==> src/rtl/pixel_array_ctrl_if.sv <==
// Pixel stream interface: one captured pixel code plus its index, valid/ready handshake.
// The controller drives it through the master modport; the downstream consumer uses slave.
interface pixel_array_ctrl_if #(
  parameter int DW = 8
);
  logic [DW-1:0] px_data;
  logic [1:0]    px_index;
  logic          px_valid;
  logic          px_ready;

  modport master (output px_data, px_index, px_valid, input px_ready);
  modport slave  (input px_data, px_index, px_valid, output px_ready);
endinterface

==> src/rtl/pixel_array_ctrl.sv <==
// Frame sequencer for the 2x2 pixel array: erase, expose, ramp conversion, two-row readout,
// then streams the four latched codes out. All outputs are registers decoded from the next state.
module pixel_array_ctrl #(
  parameter int DW        = 8,
  parameter int C_ERASE   = 5,
  parameter int C_EXPOSE  = 255,
  parameter int C_CONVERT = 255,
  parameter int C_READ    = 5
) (
  input  logic                      clk,
  input  logic                      reset,
  input  logic                      start,
  output logic                      erase,
  output logic                      expose,
  output logic                      convert,
  output logic                      read1,
  output logic                      read2,
  output logic                      data_oe,
  output logic [DW-1:0]             cnt_drive,
  input  logic [DW-1:0]             data1,
  input  logic [DW-1:0]             data2,
  input  logic [DW-1:0]             data3,
  input  logic [DW-1:0]             data4,
  pixel_array_ctrl_if.master        px,
  output logic                      busy,
  output logic                      frame_done
);

  localparam int M_LONG  = (C_EXPOSE > C_CONVERT + 1) ? C_EXPOSE : C_CONVERT + 1;
  localparam int M_SHORT = (C_ERASE > C_READ) ? C_ERASE : C_READ;
  localparam int PMAX    = (M_LONG > M_SHORT) ? M_LONG : M_SHORT;
  localparam int PW      = $clog2(PMAX + 1);

  localparam logic [PW-1:0] LAST_ERASE  = PW'(C_ERASE - 1);
  localparam logic [PW-1:0] LAST_EXPOSE = PW'(C_EXPOSE - 1);
  localparam logic [PW-1:0] LAST_CONV   = PW'(C_CONVERT);
  localparam logic [PW-1:0] LAST_READ   = PW'(C_READ - 1);

  typedef enum logic [2:0] {
    S_IDLE, S_ERASE, S_EXPOSE, S_CONVERT, S_READ1, S_READ2, S_STREAM
  } state_e;

  state_e          state_q, state_d;
  logic [PW-1:0]   phase_q, phase_d;
  logic [DW-1:0]   cap_q [4];
  logic [DW-1:0]   cap_d [4];
  logic [DW-1:0]   px_data_q, px_data_d;
  logic [1:0]      px_idx_q, px_idx_d;
  logic [1:0]      nxt_idx;
  logic            px_valid_q;
  logic            frame_done_d, frame_done_q;
  logic            erase_q, expose_q, conv_q, read1_q, read2_q, busy_q;
  logic [DW-1:0]   cnt_q;
  logic            hs;

  always_comb begin
    state_d      = state_q;
    phase_d      = '0;
    cap_d        = cap_q;
    px_data_d    = px_data_q;
    px_idx_d     = px_idx_q;
    frame_done_d = 1'b0;
    hs           = px_valid_q & px.px_ready;
    nxt_idx      = px_idx_q + 2'd1;

    case (state_q)
      S_IDLE:    if (start) state_d = S_ERASE;
      S_ERASE:   if (phase_q == LAST_ERASE) state_d = S_EXPOSE;
      S_EXPOSE:  if (phase_q == LAST_EXPOSE) state_d = S_CONVERT;
      S_CONVERT: if (phase_q == LAST_CONV) state_d = S_READ1;
      S_READ1: begin
        if (phase_q == LAST_READ) begin
          state_d  = S_READ2;
          cap_d[0] = data1;
          cap_d[2] = data3;
        end
      end
      S_READ2: begin
        if (phase_q == LAST_READ) begin
          state_d   = S_STREAM;
          cap_d[1]  = data2;
          cap_d[3]  = data4;
          // Row 1 was captured a phase earlier, so pixel 1 is ready to present now.
          px_idx_d  = '0;
          px_data_d = cap_q[0];
        end
      end
      S_STREAM: begin
        if (hs) begin
          if (px_idx_q == 2'd3) begin
            state_d      = S_IDLE;
            frame_done_d = 1'b1;
            px_idx_d     = '0;
            px_data_d    = '0;
          end else begin
            px_idx_d  = nxt_idx;
            px_data_d = cap_q[nxt_idx];
          end
        end
      end
      default:   state_d = S_IDLE;
    endcase

    // Phase counts cycles spent in a timed state and restarts on every entry.
    if (state_d == state_q && state_q != S_IDLE && state_q != S_STREAM)
      phase_d = phase_q + 1'b1;
  end

  always_ff @(posedge clk or negedge reset) begin
    if (!reset) begin
      state_q      <= S_IDLE;
      phase_q      <= '0;
      for (int i = 0; i < 4; i++) cap_q[i] <= '0;
      px_data_q    <= '0;
      px_idx_q     <= '0;
      px_valid_q   <= 1'b0;
      frame_done_q <= 1'b0;
      erase_q      <= 1'b0;
      expose_q     <= 1'b0;
      conv_q       <= 1'b0;
      read1_q      <= 1'b0;
      read2_q      <= 1'b0;
      busy_q       <= 1'b0;
      cnt_q        <= '0;
    end else begin
      state_q      <= state_d;
      phase_q      <= phase_d;
      cap_q        <= cap_d;
      px_data_q    <= px_data_d;
      px_idx_q     <= px_idx_d;
      px_valid_q   <= (state_d == S_STREAM);
      frame_done_q <= frame_done_d;
      erase_q      <= (state_d == S_ERASE);
      expose_q     <= (state_d == S_EXPOSE);
      conv_q       <= (state_d == S_CONVERT);
      read1_q      <= (state_d == S_READ1);
      read2_q      <= (state_d == S_READ2);
      busy_q       <= (state_d != S_IDLE);
      cnt_q        <= (state_d == S_CONVERT) ? DW'(phase_d) : '0;
    end
  end

  assign erase       = erase_q;
  assign expose      = expose_q;
  assign convert     = conv_q;
  assign data_oe     = conv_q;
  assign read1       = read1_q;
  assign read2       = read2_q;
  assign busy        = busy_q;
  assign frame_done  = frame_done_q;
  assign cnt_drive   = cnt_q;
  assign px.px_data  = px_data_q;
  assign px.px_index = px_idx_q;
  assign px.px_valid = px_valid_q;

endmodule

==> src/flat_wrapper.sv <==
// flat-port wrapper written by rule: the top's interface ports become plain ports
module pixel_array_ctrl_flat 
#(
  parameter int DW        = 8,
  parameter int C_ERASE   = 5,
  parameter int C_EXPOSE  = 255,
  parameter int C_CONVERT = 255,
  parameter int C_READ    = 5
)
  (clk, reset, start, erase, expose, convert, read1, read2, data_oe, cnt_drive, data1, data2, data3, data4, busy, frame_done, px_px_data, px_px_index, px_px_valid, px_px_ready);
  pixel_array_ctrl_if #(.DW(DW)) px_i ();
  input  logic clk;
  input  logic reset;
  input  logic start;
  output logic erase;
  output logic expose;
  output logic convert;
  output logic read1;
  output logic read2;
  output logic data_oe;
  output logic [DW-1:0] cnt_drive;
  input  logic [DW-1:0] data1;
  input  logic [DW-1:0] data2;
  input  logic [DW-1:0] data3;
  input  logic [DW-1:0] data4;
  output logic busy;
  output logic frame_done;
  output wire logic [$bits(px_i.px_data)-1:0] px_px_data;
  output wire logic [$bits(px_i.px_index)-1:0] px_px_index;
  output wire logic [$bits(px_i.px_valid)-1:0] px_px_valid;
  input wire logic [$bits(px_i.px_ready)-1:0] px_px_ready;
  assign px_px_data = px_i.px_data;
  assign px_px_index = px_i.px_index;
  assign px_px_valid = px_i.px_valid;
  assign px_i.px_ready = px_px_ready;
  pixel_array_ctrl #(.DW(DW), .C_ERASE(C_ERASE), .C_EXPOSE(C_EXPOSE), .C_CONVERT(C_CONVERT), .C_READ(C_READ)) u_core (.clk(clk), .reset(reset), .start(start), .erase(erase), .expose(expose), .convert(convert), .read1(read1), .read2(read2), .data_oe(data_oe), .cnt_drive(cnt_drive), .data1(data1), .data2(data2), .data3(data3), .data4(data4), .px(px_i), .busy(busy), .frame_done(frame_done));
endmodule
==> config.mk <==
export PLATFORM = sky130hd
export DESIGN_NAME = pixel_array_ctrl_flat
export DESIGN_NICKNAME = d
export VERILOG_FILES = /design/src/rtl/pixel_array_ctrl_if.sv /design/src/rtl/pixel_array_ctrl.sv /design/src/flat_wrapper.sv
export SDC_FILE = /design/constraint.sdc
export NUM_CORES = 1
export LEC_CHECK = 0
export BUFFER_PORTS_ARGS = -buffer_cell sky130_fd_sc_hd__buf_2
export CORE_ASPECT_RATIO = 1.5
export CORE_MARGIN = 2
export CORE_UTILIZATION = 59
export DETAILED_ROUTE_END_ITERATION = 6
export GPL_TIMING_DRIVEN = 0
export PLACE_DENSITY = 0.92
export SETUP_SLACK_MARGIN = 0.02
export SYNTH_ARGS = -nofsm -noshare
export SYNTH_HDL_FRONTEND = slang
export SYNTH_SLANG_ARGS = --single-unit
==> constraint.sdc <==
create_clock -name clk -period 3.25 [get_ports clk]
set_input_delay 0.325 -clock clk [delete_from_list [all_inputs] [get_ports clk]]
set_output_delay 0.325 -clock clk [all_outputs]
set_load 0.03 [all_outputs]
==> reports/metrics.yaml <==
setup_path:
  critPathLaunch: "u_core.phase_q[0]"
  required_ps: 3470
  timing.rr.start: "u_core.phase_q[0]"
  arrival_ps: 2470
  cp.buffers_inverters: 3
  critical-path-max-stage-delay_ps: 450
  cp_slowest_cell: "dfrtp_1"
  cp_max_fo: 10
  start_kind: "register"
  setup.worst_path.end_class: "register"
  crit_family: "simple AND/OR/NAND/NOR gates"
  rr_worst_depth: 7
  cp.depth: 7
  crit_type: "register to register"
  crit_chain: "inv_1, ha_1, nor4b_4, and4b_1, buf_6, buf_12, mux2_4"
floorplanning:
  initial_utilization_pct: 60.3
  coreArea_um2: 5410
  die-area_um2: 6150
  io_pins: 63
  die_width_um: 64.7
  die_height_um: 95.0
  num_rows: 33
detailed_routing:
  wl_met2_mm: 3.64
  wl_met3_um: 327
  drc: 0
  wl_per_cell_um: 17.7
  drt_wl_total_mm: 6.76
  viasPerCell: 5.60
  top_layer_used: "met4"
  dr.first_iter.drc_count: 90
  antenna_left: 0
  dr.pass1.iters: 4
  vias: 2133
  wl_met1_mm: 2.67
yosys:
  ys_seq_area_share_pct: 53.7
  ys_warn_count: 0
  yosysTopAreaCell: "dfrtp_1"
  synth.most_common_cell: "dfrtp_1"
  ys_ff_latch: 70
  synth_common_cells: "dfrtp_1 (70), nor2_1 (25), mux2_2 (23)"
  synth_area_leaders: "dfrtp_1 (54%), mux2_4 (8.3%), mux2_2 (7.9%)"
  synth.avg_cell_area_um2: 14.0
  synth_edf_count: 0
  synth-main-ff-cell: "dfrtp_1"
  syn_area_um2: 3260
  yosysTopAreaCellShare_pct: 53.7
  synthCells: 233
  async_flop_share_pct: 100
  syn_nets: 274
  synth_cell_type_count: 46
finish:
  nFillCells: 343
  final_nets: 347
  seq_area_um2: 1750
  multi_input_area_um2: 1400
  antenna-diode-count: 0
  drive_gt1_share_pct: 46.9
  area_growth_pct: 20.1
timing:
  slew_violations: 0
  relSlewSlack_pct: 43.7
  fmax_mhz: 443
  tns_ps: 0
  holdWs_ps: 93.6
  rsz0062_at_grt: "false"
  worst_pin_slew_ps: 845
  post-route-period-util_pct: 69.4
  setup_violations: 0
  hold_viol: 0
  fin_skew_ps: 12.2
  fin_crit_ps: 2260
global_route:
  grt_start_max_net_pins: 71
  grt_pass1_wl_mm: 10.8
  grt_overflow: 0
  grt_antenna_before_repair: 0
  track_usage_pct: 23.9
  grt_pass1_vias: 2319
clock_network:
  root_buffer: "clkbuf_8"
  numCtsBuffers: 9
  cts_setup_buffers: 0
  clk_pin_slew_ps: 70
  clkSinkCount: 70
  cts_hold_buf: 0
  cts_tree: "yes"
  clk_path_buf_depth: 2
  htreeDepth: 3
  insertion_delay_ps: 340
  ctsResizeCount: 0
power_and_ir_drop:
  internal-power_mw: 1.70
  power_density_nw_per_um2: 612
  ir_drop_uv: 549
  combPwrFrac_pct: 22.2
  power_frac_clock_pct: 36.3
  swShare_pct: 29.1
  power.switching_uw: 696
  seq_power_share_pct: 41.5
  leakagePower_nw: 1.96
place:
  portBuffers: 62
  routabilityCongestion: 0.853
  place_hpwl_mm: 4.66
run_status:
  status: "completed"
run:
  maxCapViolations: 0
min_path:
  hold_path.class: "primary input to async pin"
[placed cells by master, fill, tap and decap left out, drive strengths merged, types with 5 or more instances in the layout]
cell type,n
mux2,41
buf,72
mux4,8
nand2,11
clkbuf,12
nand3,5
nor2,25
a22o,8
inv,6
dfrtp,70
ha,5
[cell type report]
| cell class | instances | area share (%) |
|---|---|---|
| Inverter | 6 | 0.575 |
| Clock inverter | 5 | 2.68 |
| Clock buffer | 11 | 3.86 |
| Buffer | 11 | 2.17 |
| Sequential cell | 70 | 44.7 |
| Tap cell | 70 | 2.24 |
| Multi-Input combinational cell | 146 | 35.8 |
| Timing Repair Buffer | 62 | 7.98 |
[stage by stage]
step / area, um2 / instances / total power [mW] / setup slack (ps) / util [%]
2_1_floorplan: 3260 / 233 / 1.39 / 1260 / -
3_3_place_gp: 3660 / 365 / 1.52 / 1060 / 67.6
3_5_place_dp: 3660 / 365 / 1.54 / 1010 / 67.7
4_1_cts: 3920 / 381 / 2.41 / 984 / 72.4
5_1_grt: 3920 / 381 / 2.50 / 885 / 72.4
6_report: 3920 / 381 / 2.40 / 994 / 72.4
[sequential cells by signal (all words and copies together), names as in the netlist, 2 cells and up]
signal              flops
u_core.px.px_index      2
u_core.cnt_drive        8
u_core.px.px_data       8
u_core.cap_q           32
u_core.state_q          3
u_core.phase_q          9
[power by group through the flow]
stage | Clock (mW) | Combinational (mW) | Sequential [mW]
floorplan | 0 | 0.330 | 1.06
global placement | 0 | 0.514 | 1.00
detailed placement | 0 | 0.531 | 1.01
CTS | 0.883 | 0.535 | 0.994
global route | 0.916 | 0.582 | 1.00
finish | 0.870 | 0.531 | 0.995
[cells by family after synthesis]
| group | share of synthesized area, % |
|---|---|
| xor+xnor | 1.61 |
| fa+ha+maj | 1.92 |
| buf+inv | 3.30 |
| compound gates | 5.68 |
| simple gates | 12.0 |
| flops | 53.7 |
| mux | 21.8 |
[path summary, 6_finish.rpt]
kind / to / slack [ps]
setup / recovery: u_core.cap_q[14] / 990
hold / removal: u_core.cap_q[4] / 90
setup reg to reg: u_core.cap_q[14] / 990
hold reg to reg: u_core.px.px_data[4] / 510
max in group asynchronous: u_core.cap_q[14] / 2610
min in group clk: u_core.cap_q[30] / 220
[per-layer routing]
| layer | vias to the layer above | GRT usage, % |
|---|---|---|
| met2 | 66 | 42.5 |
| met5 | - | 0 |
| li1 | 984 | - |
| met4 | 0 | 9.75 |
| met3 | 14 | 5.79 |
| met1 | 1069 | 27.4 |
No activity file was read; power rests on OpenSTA's default activity.
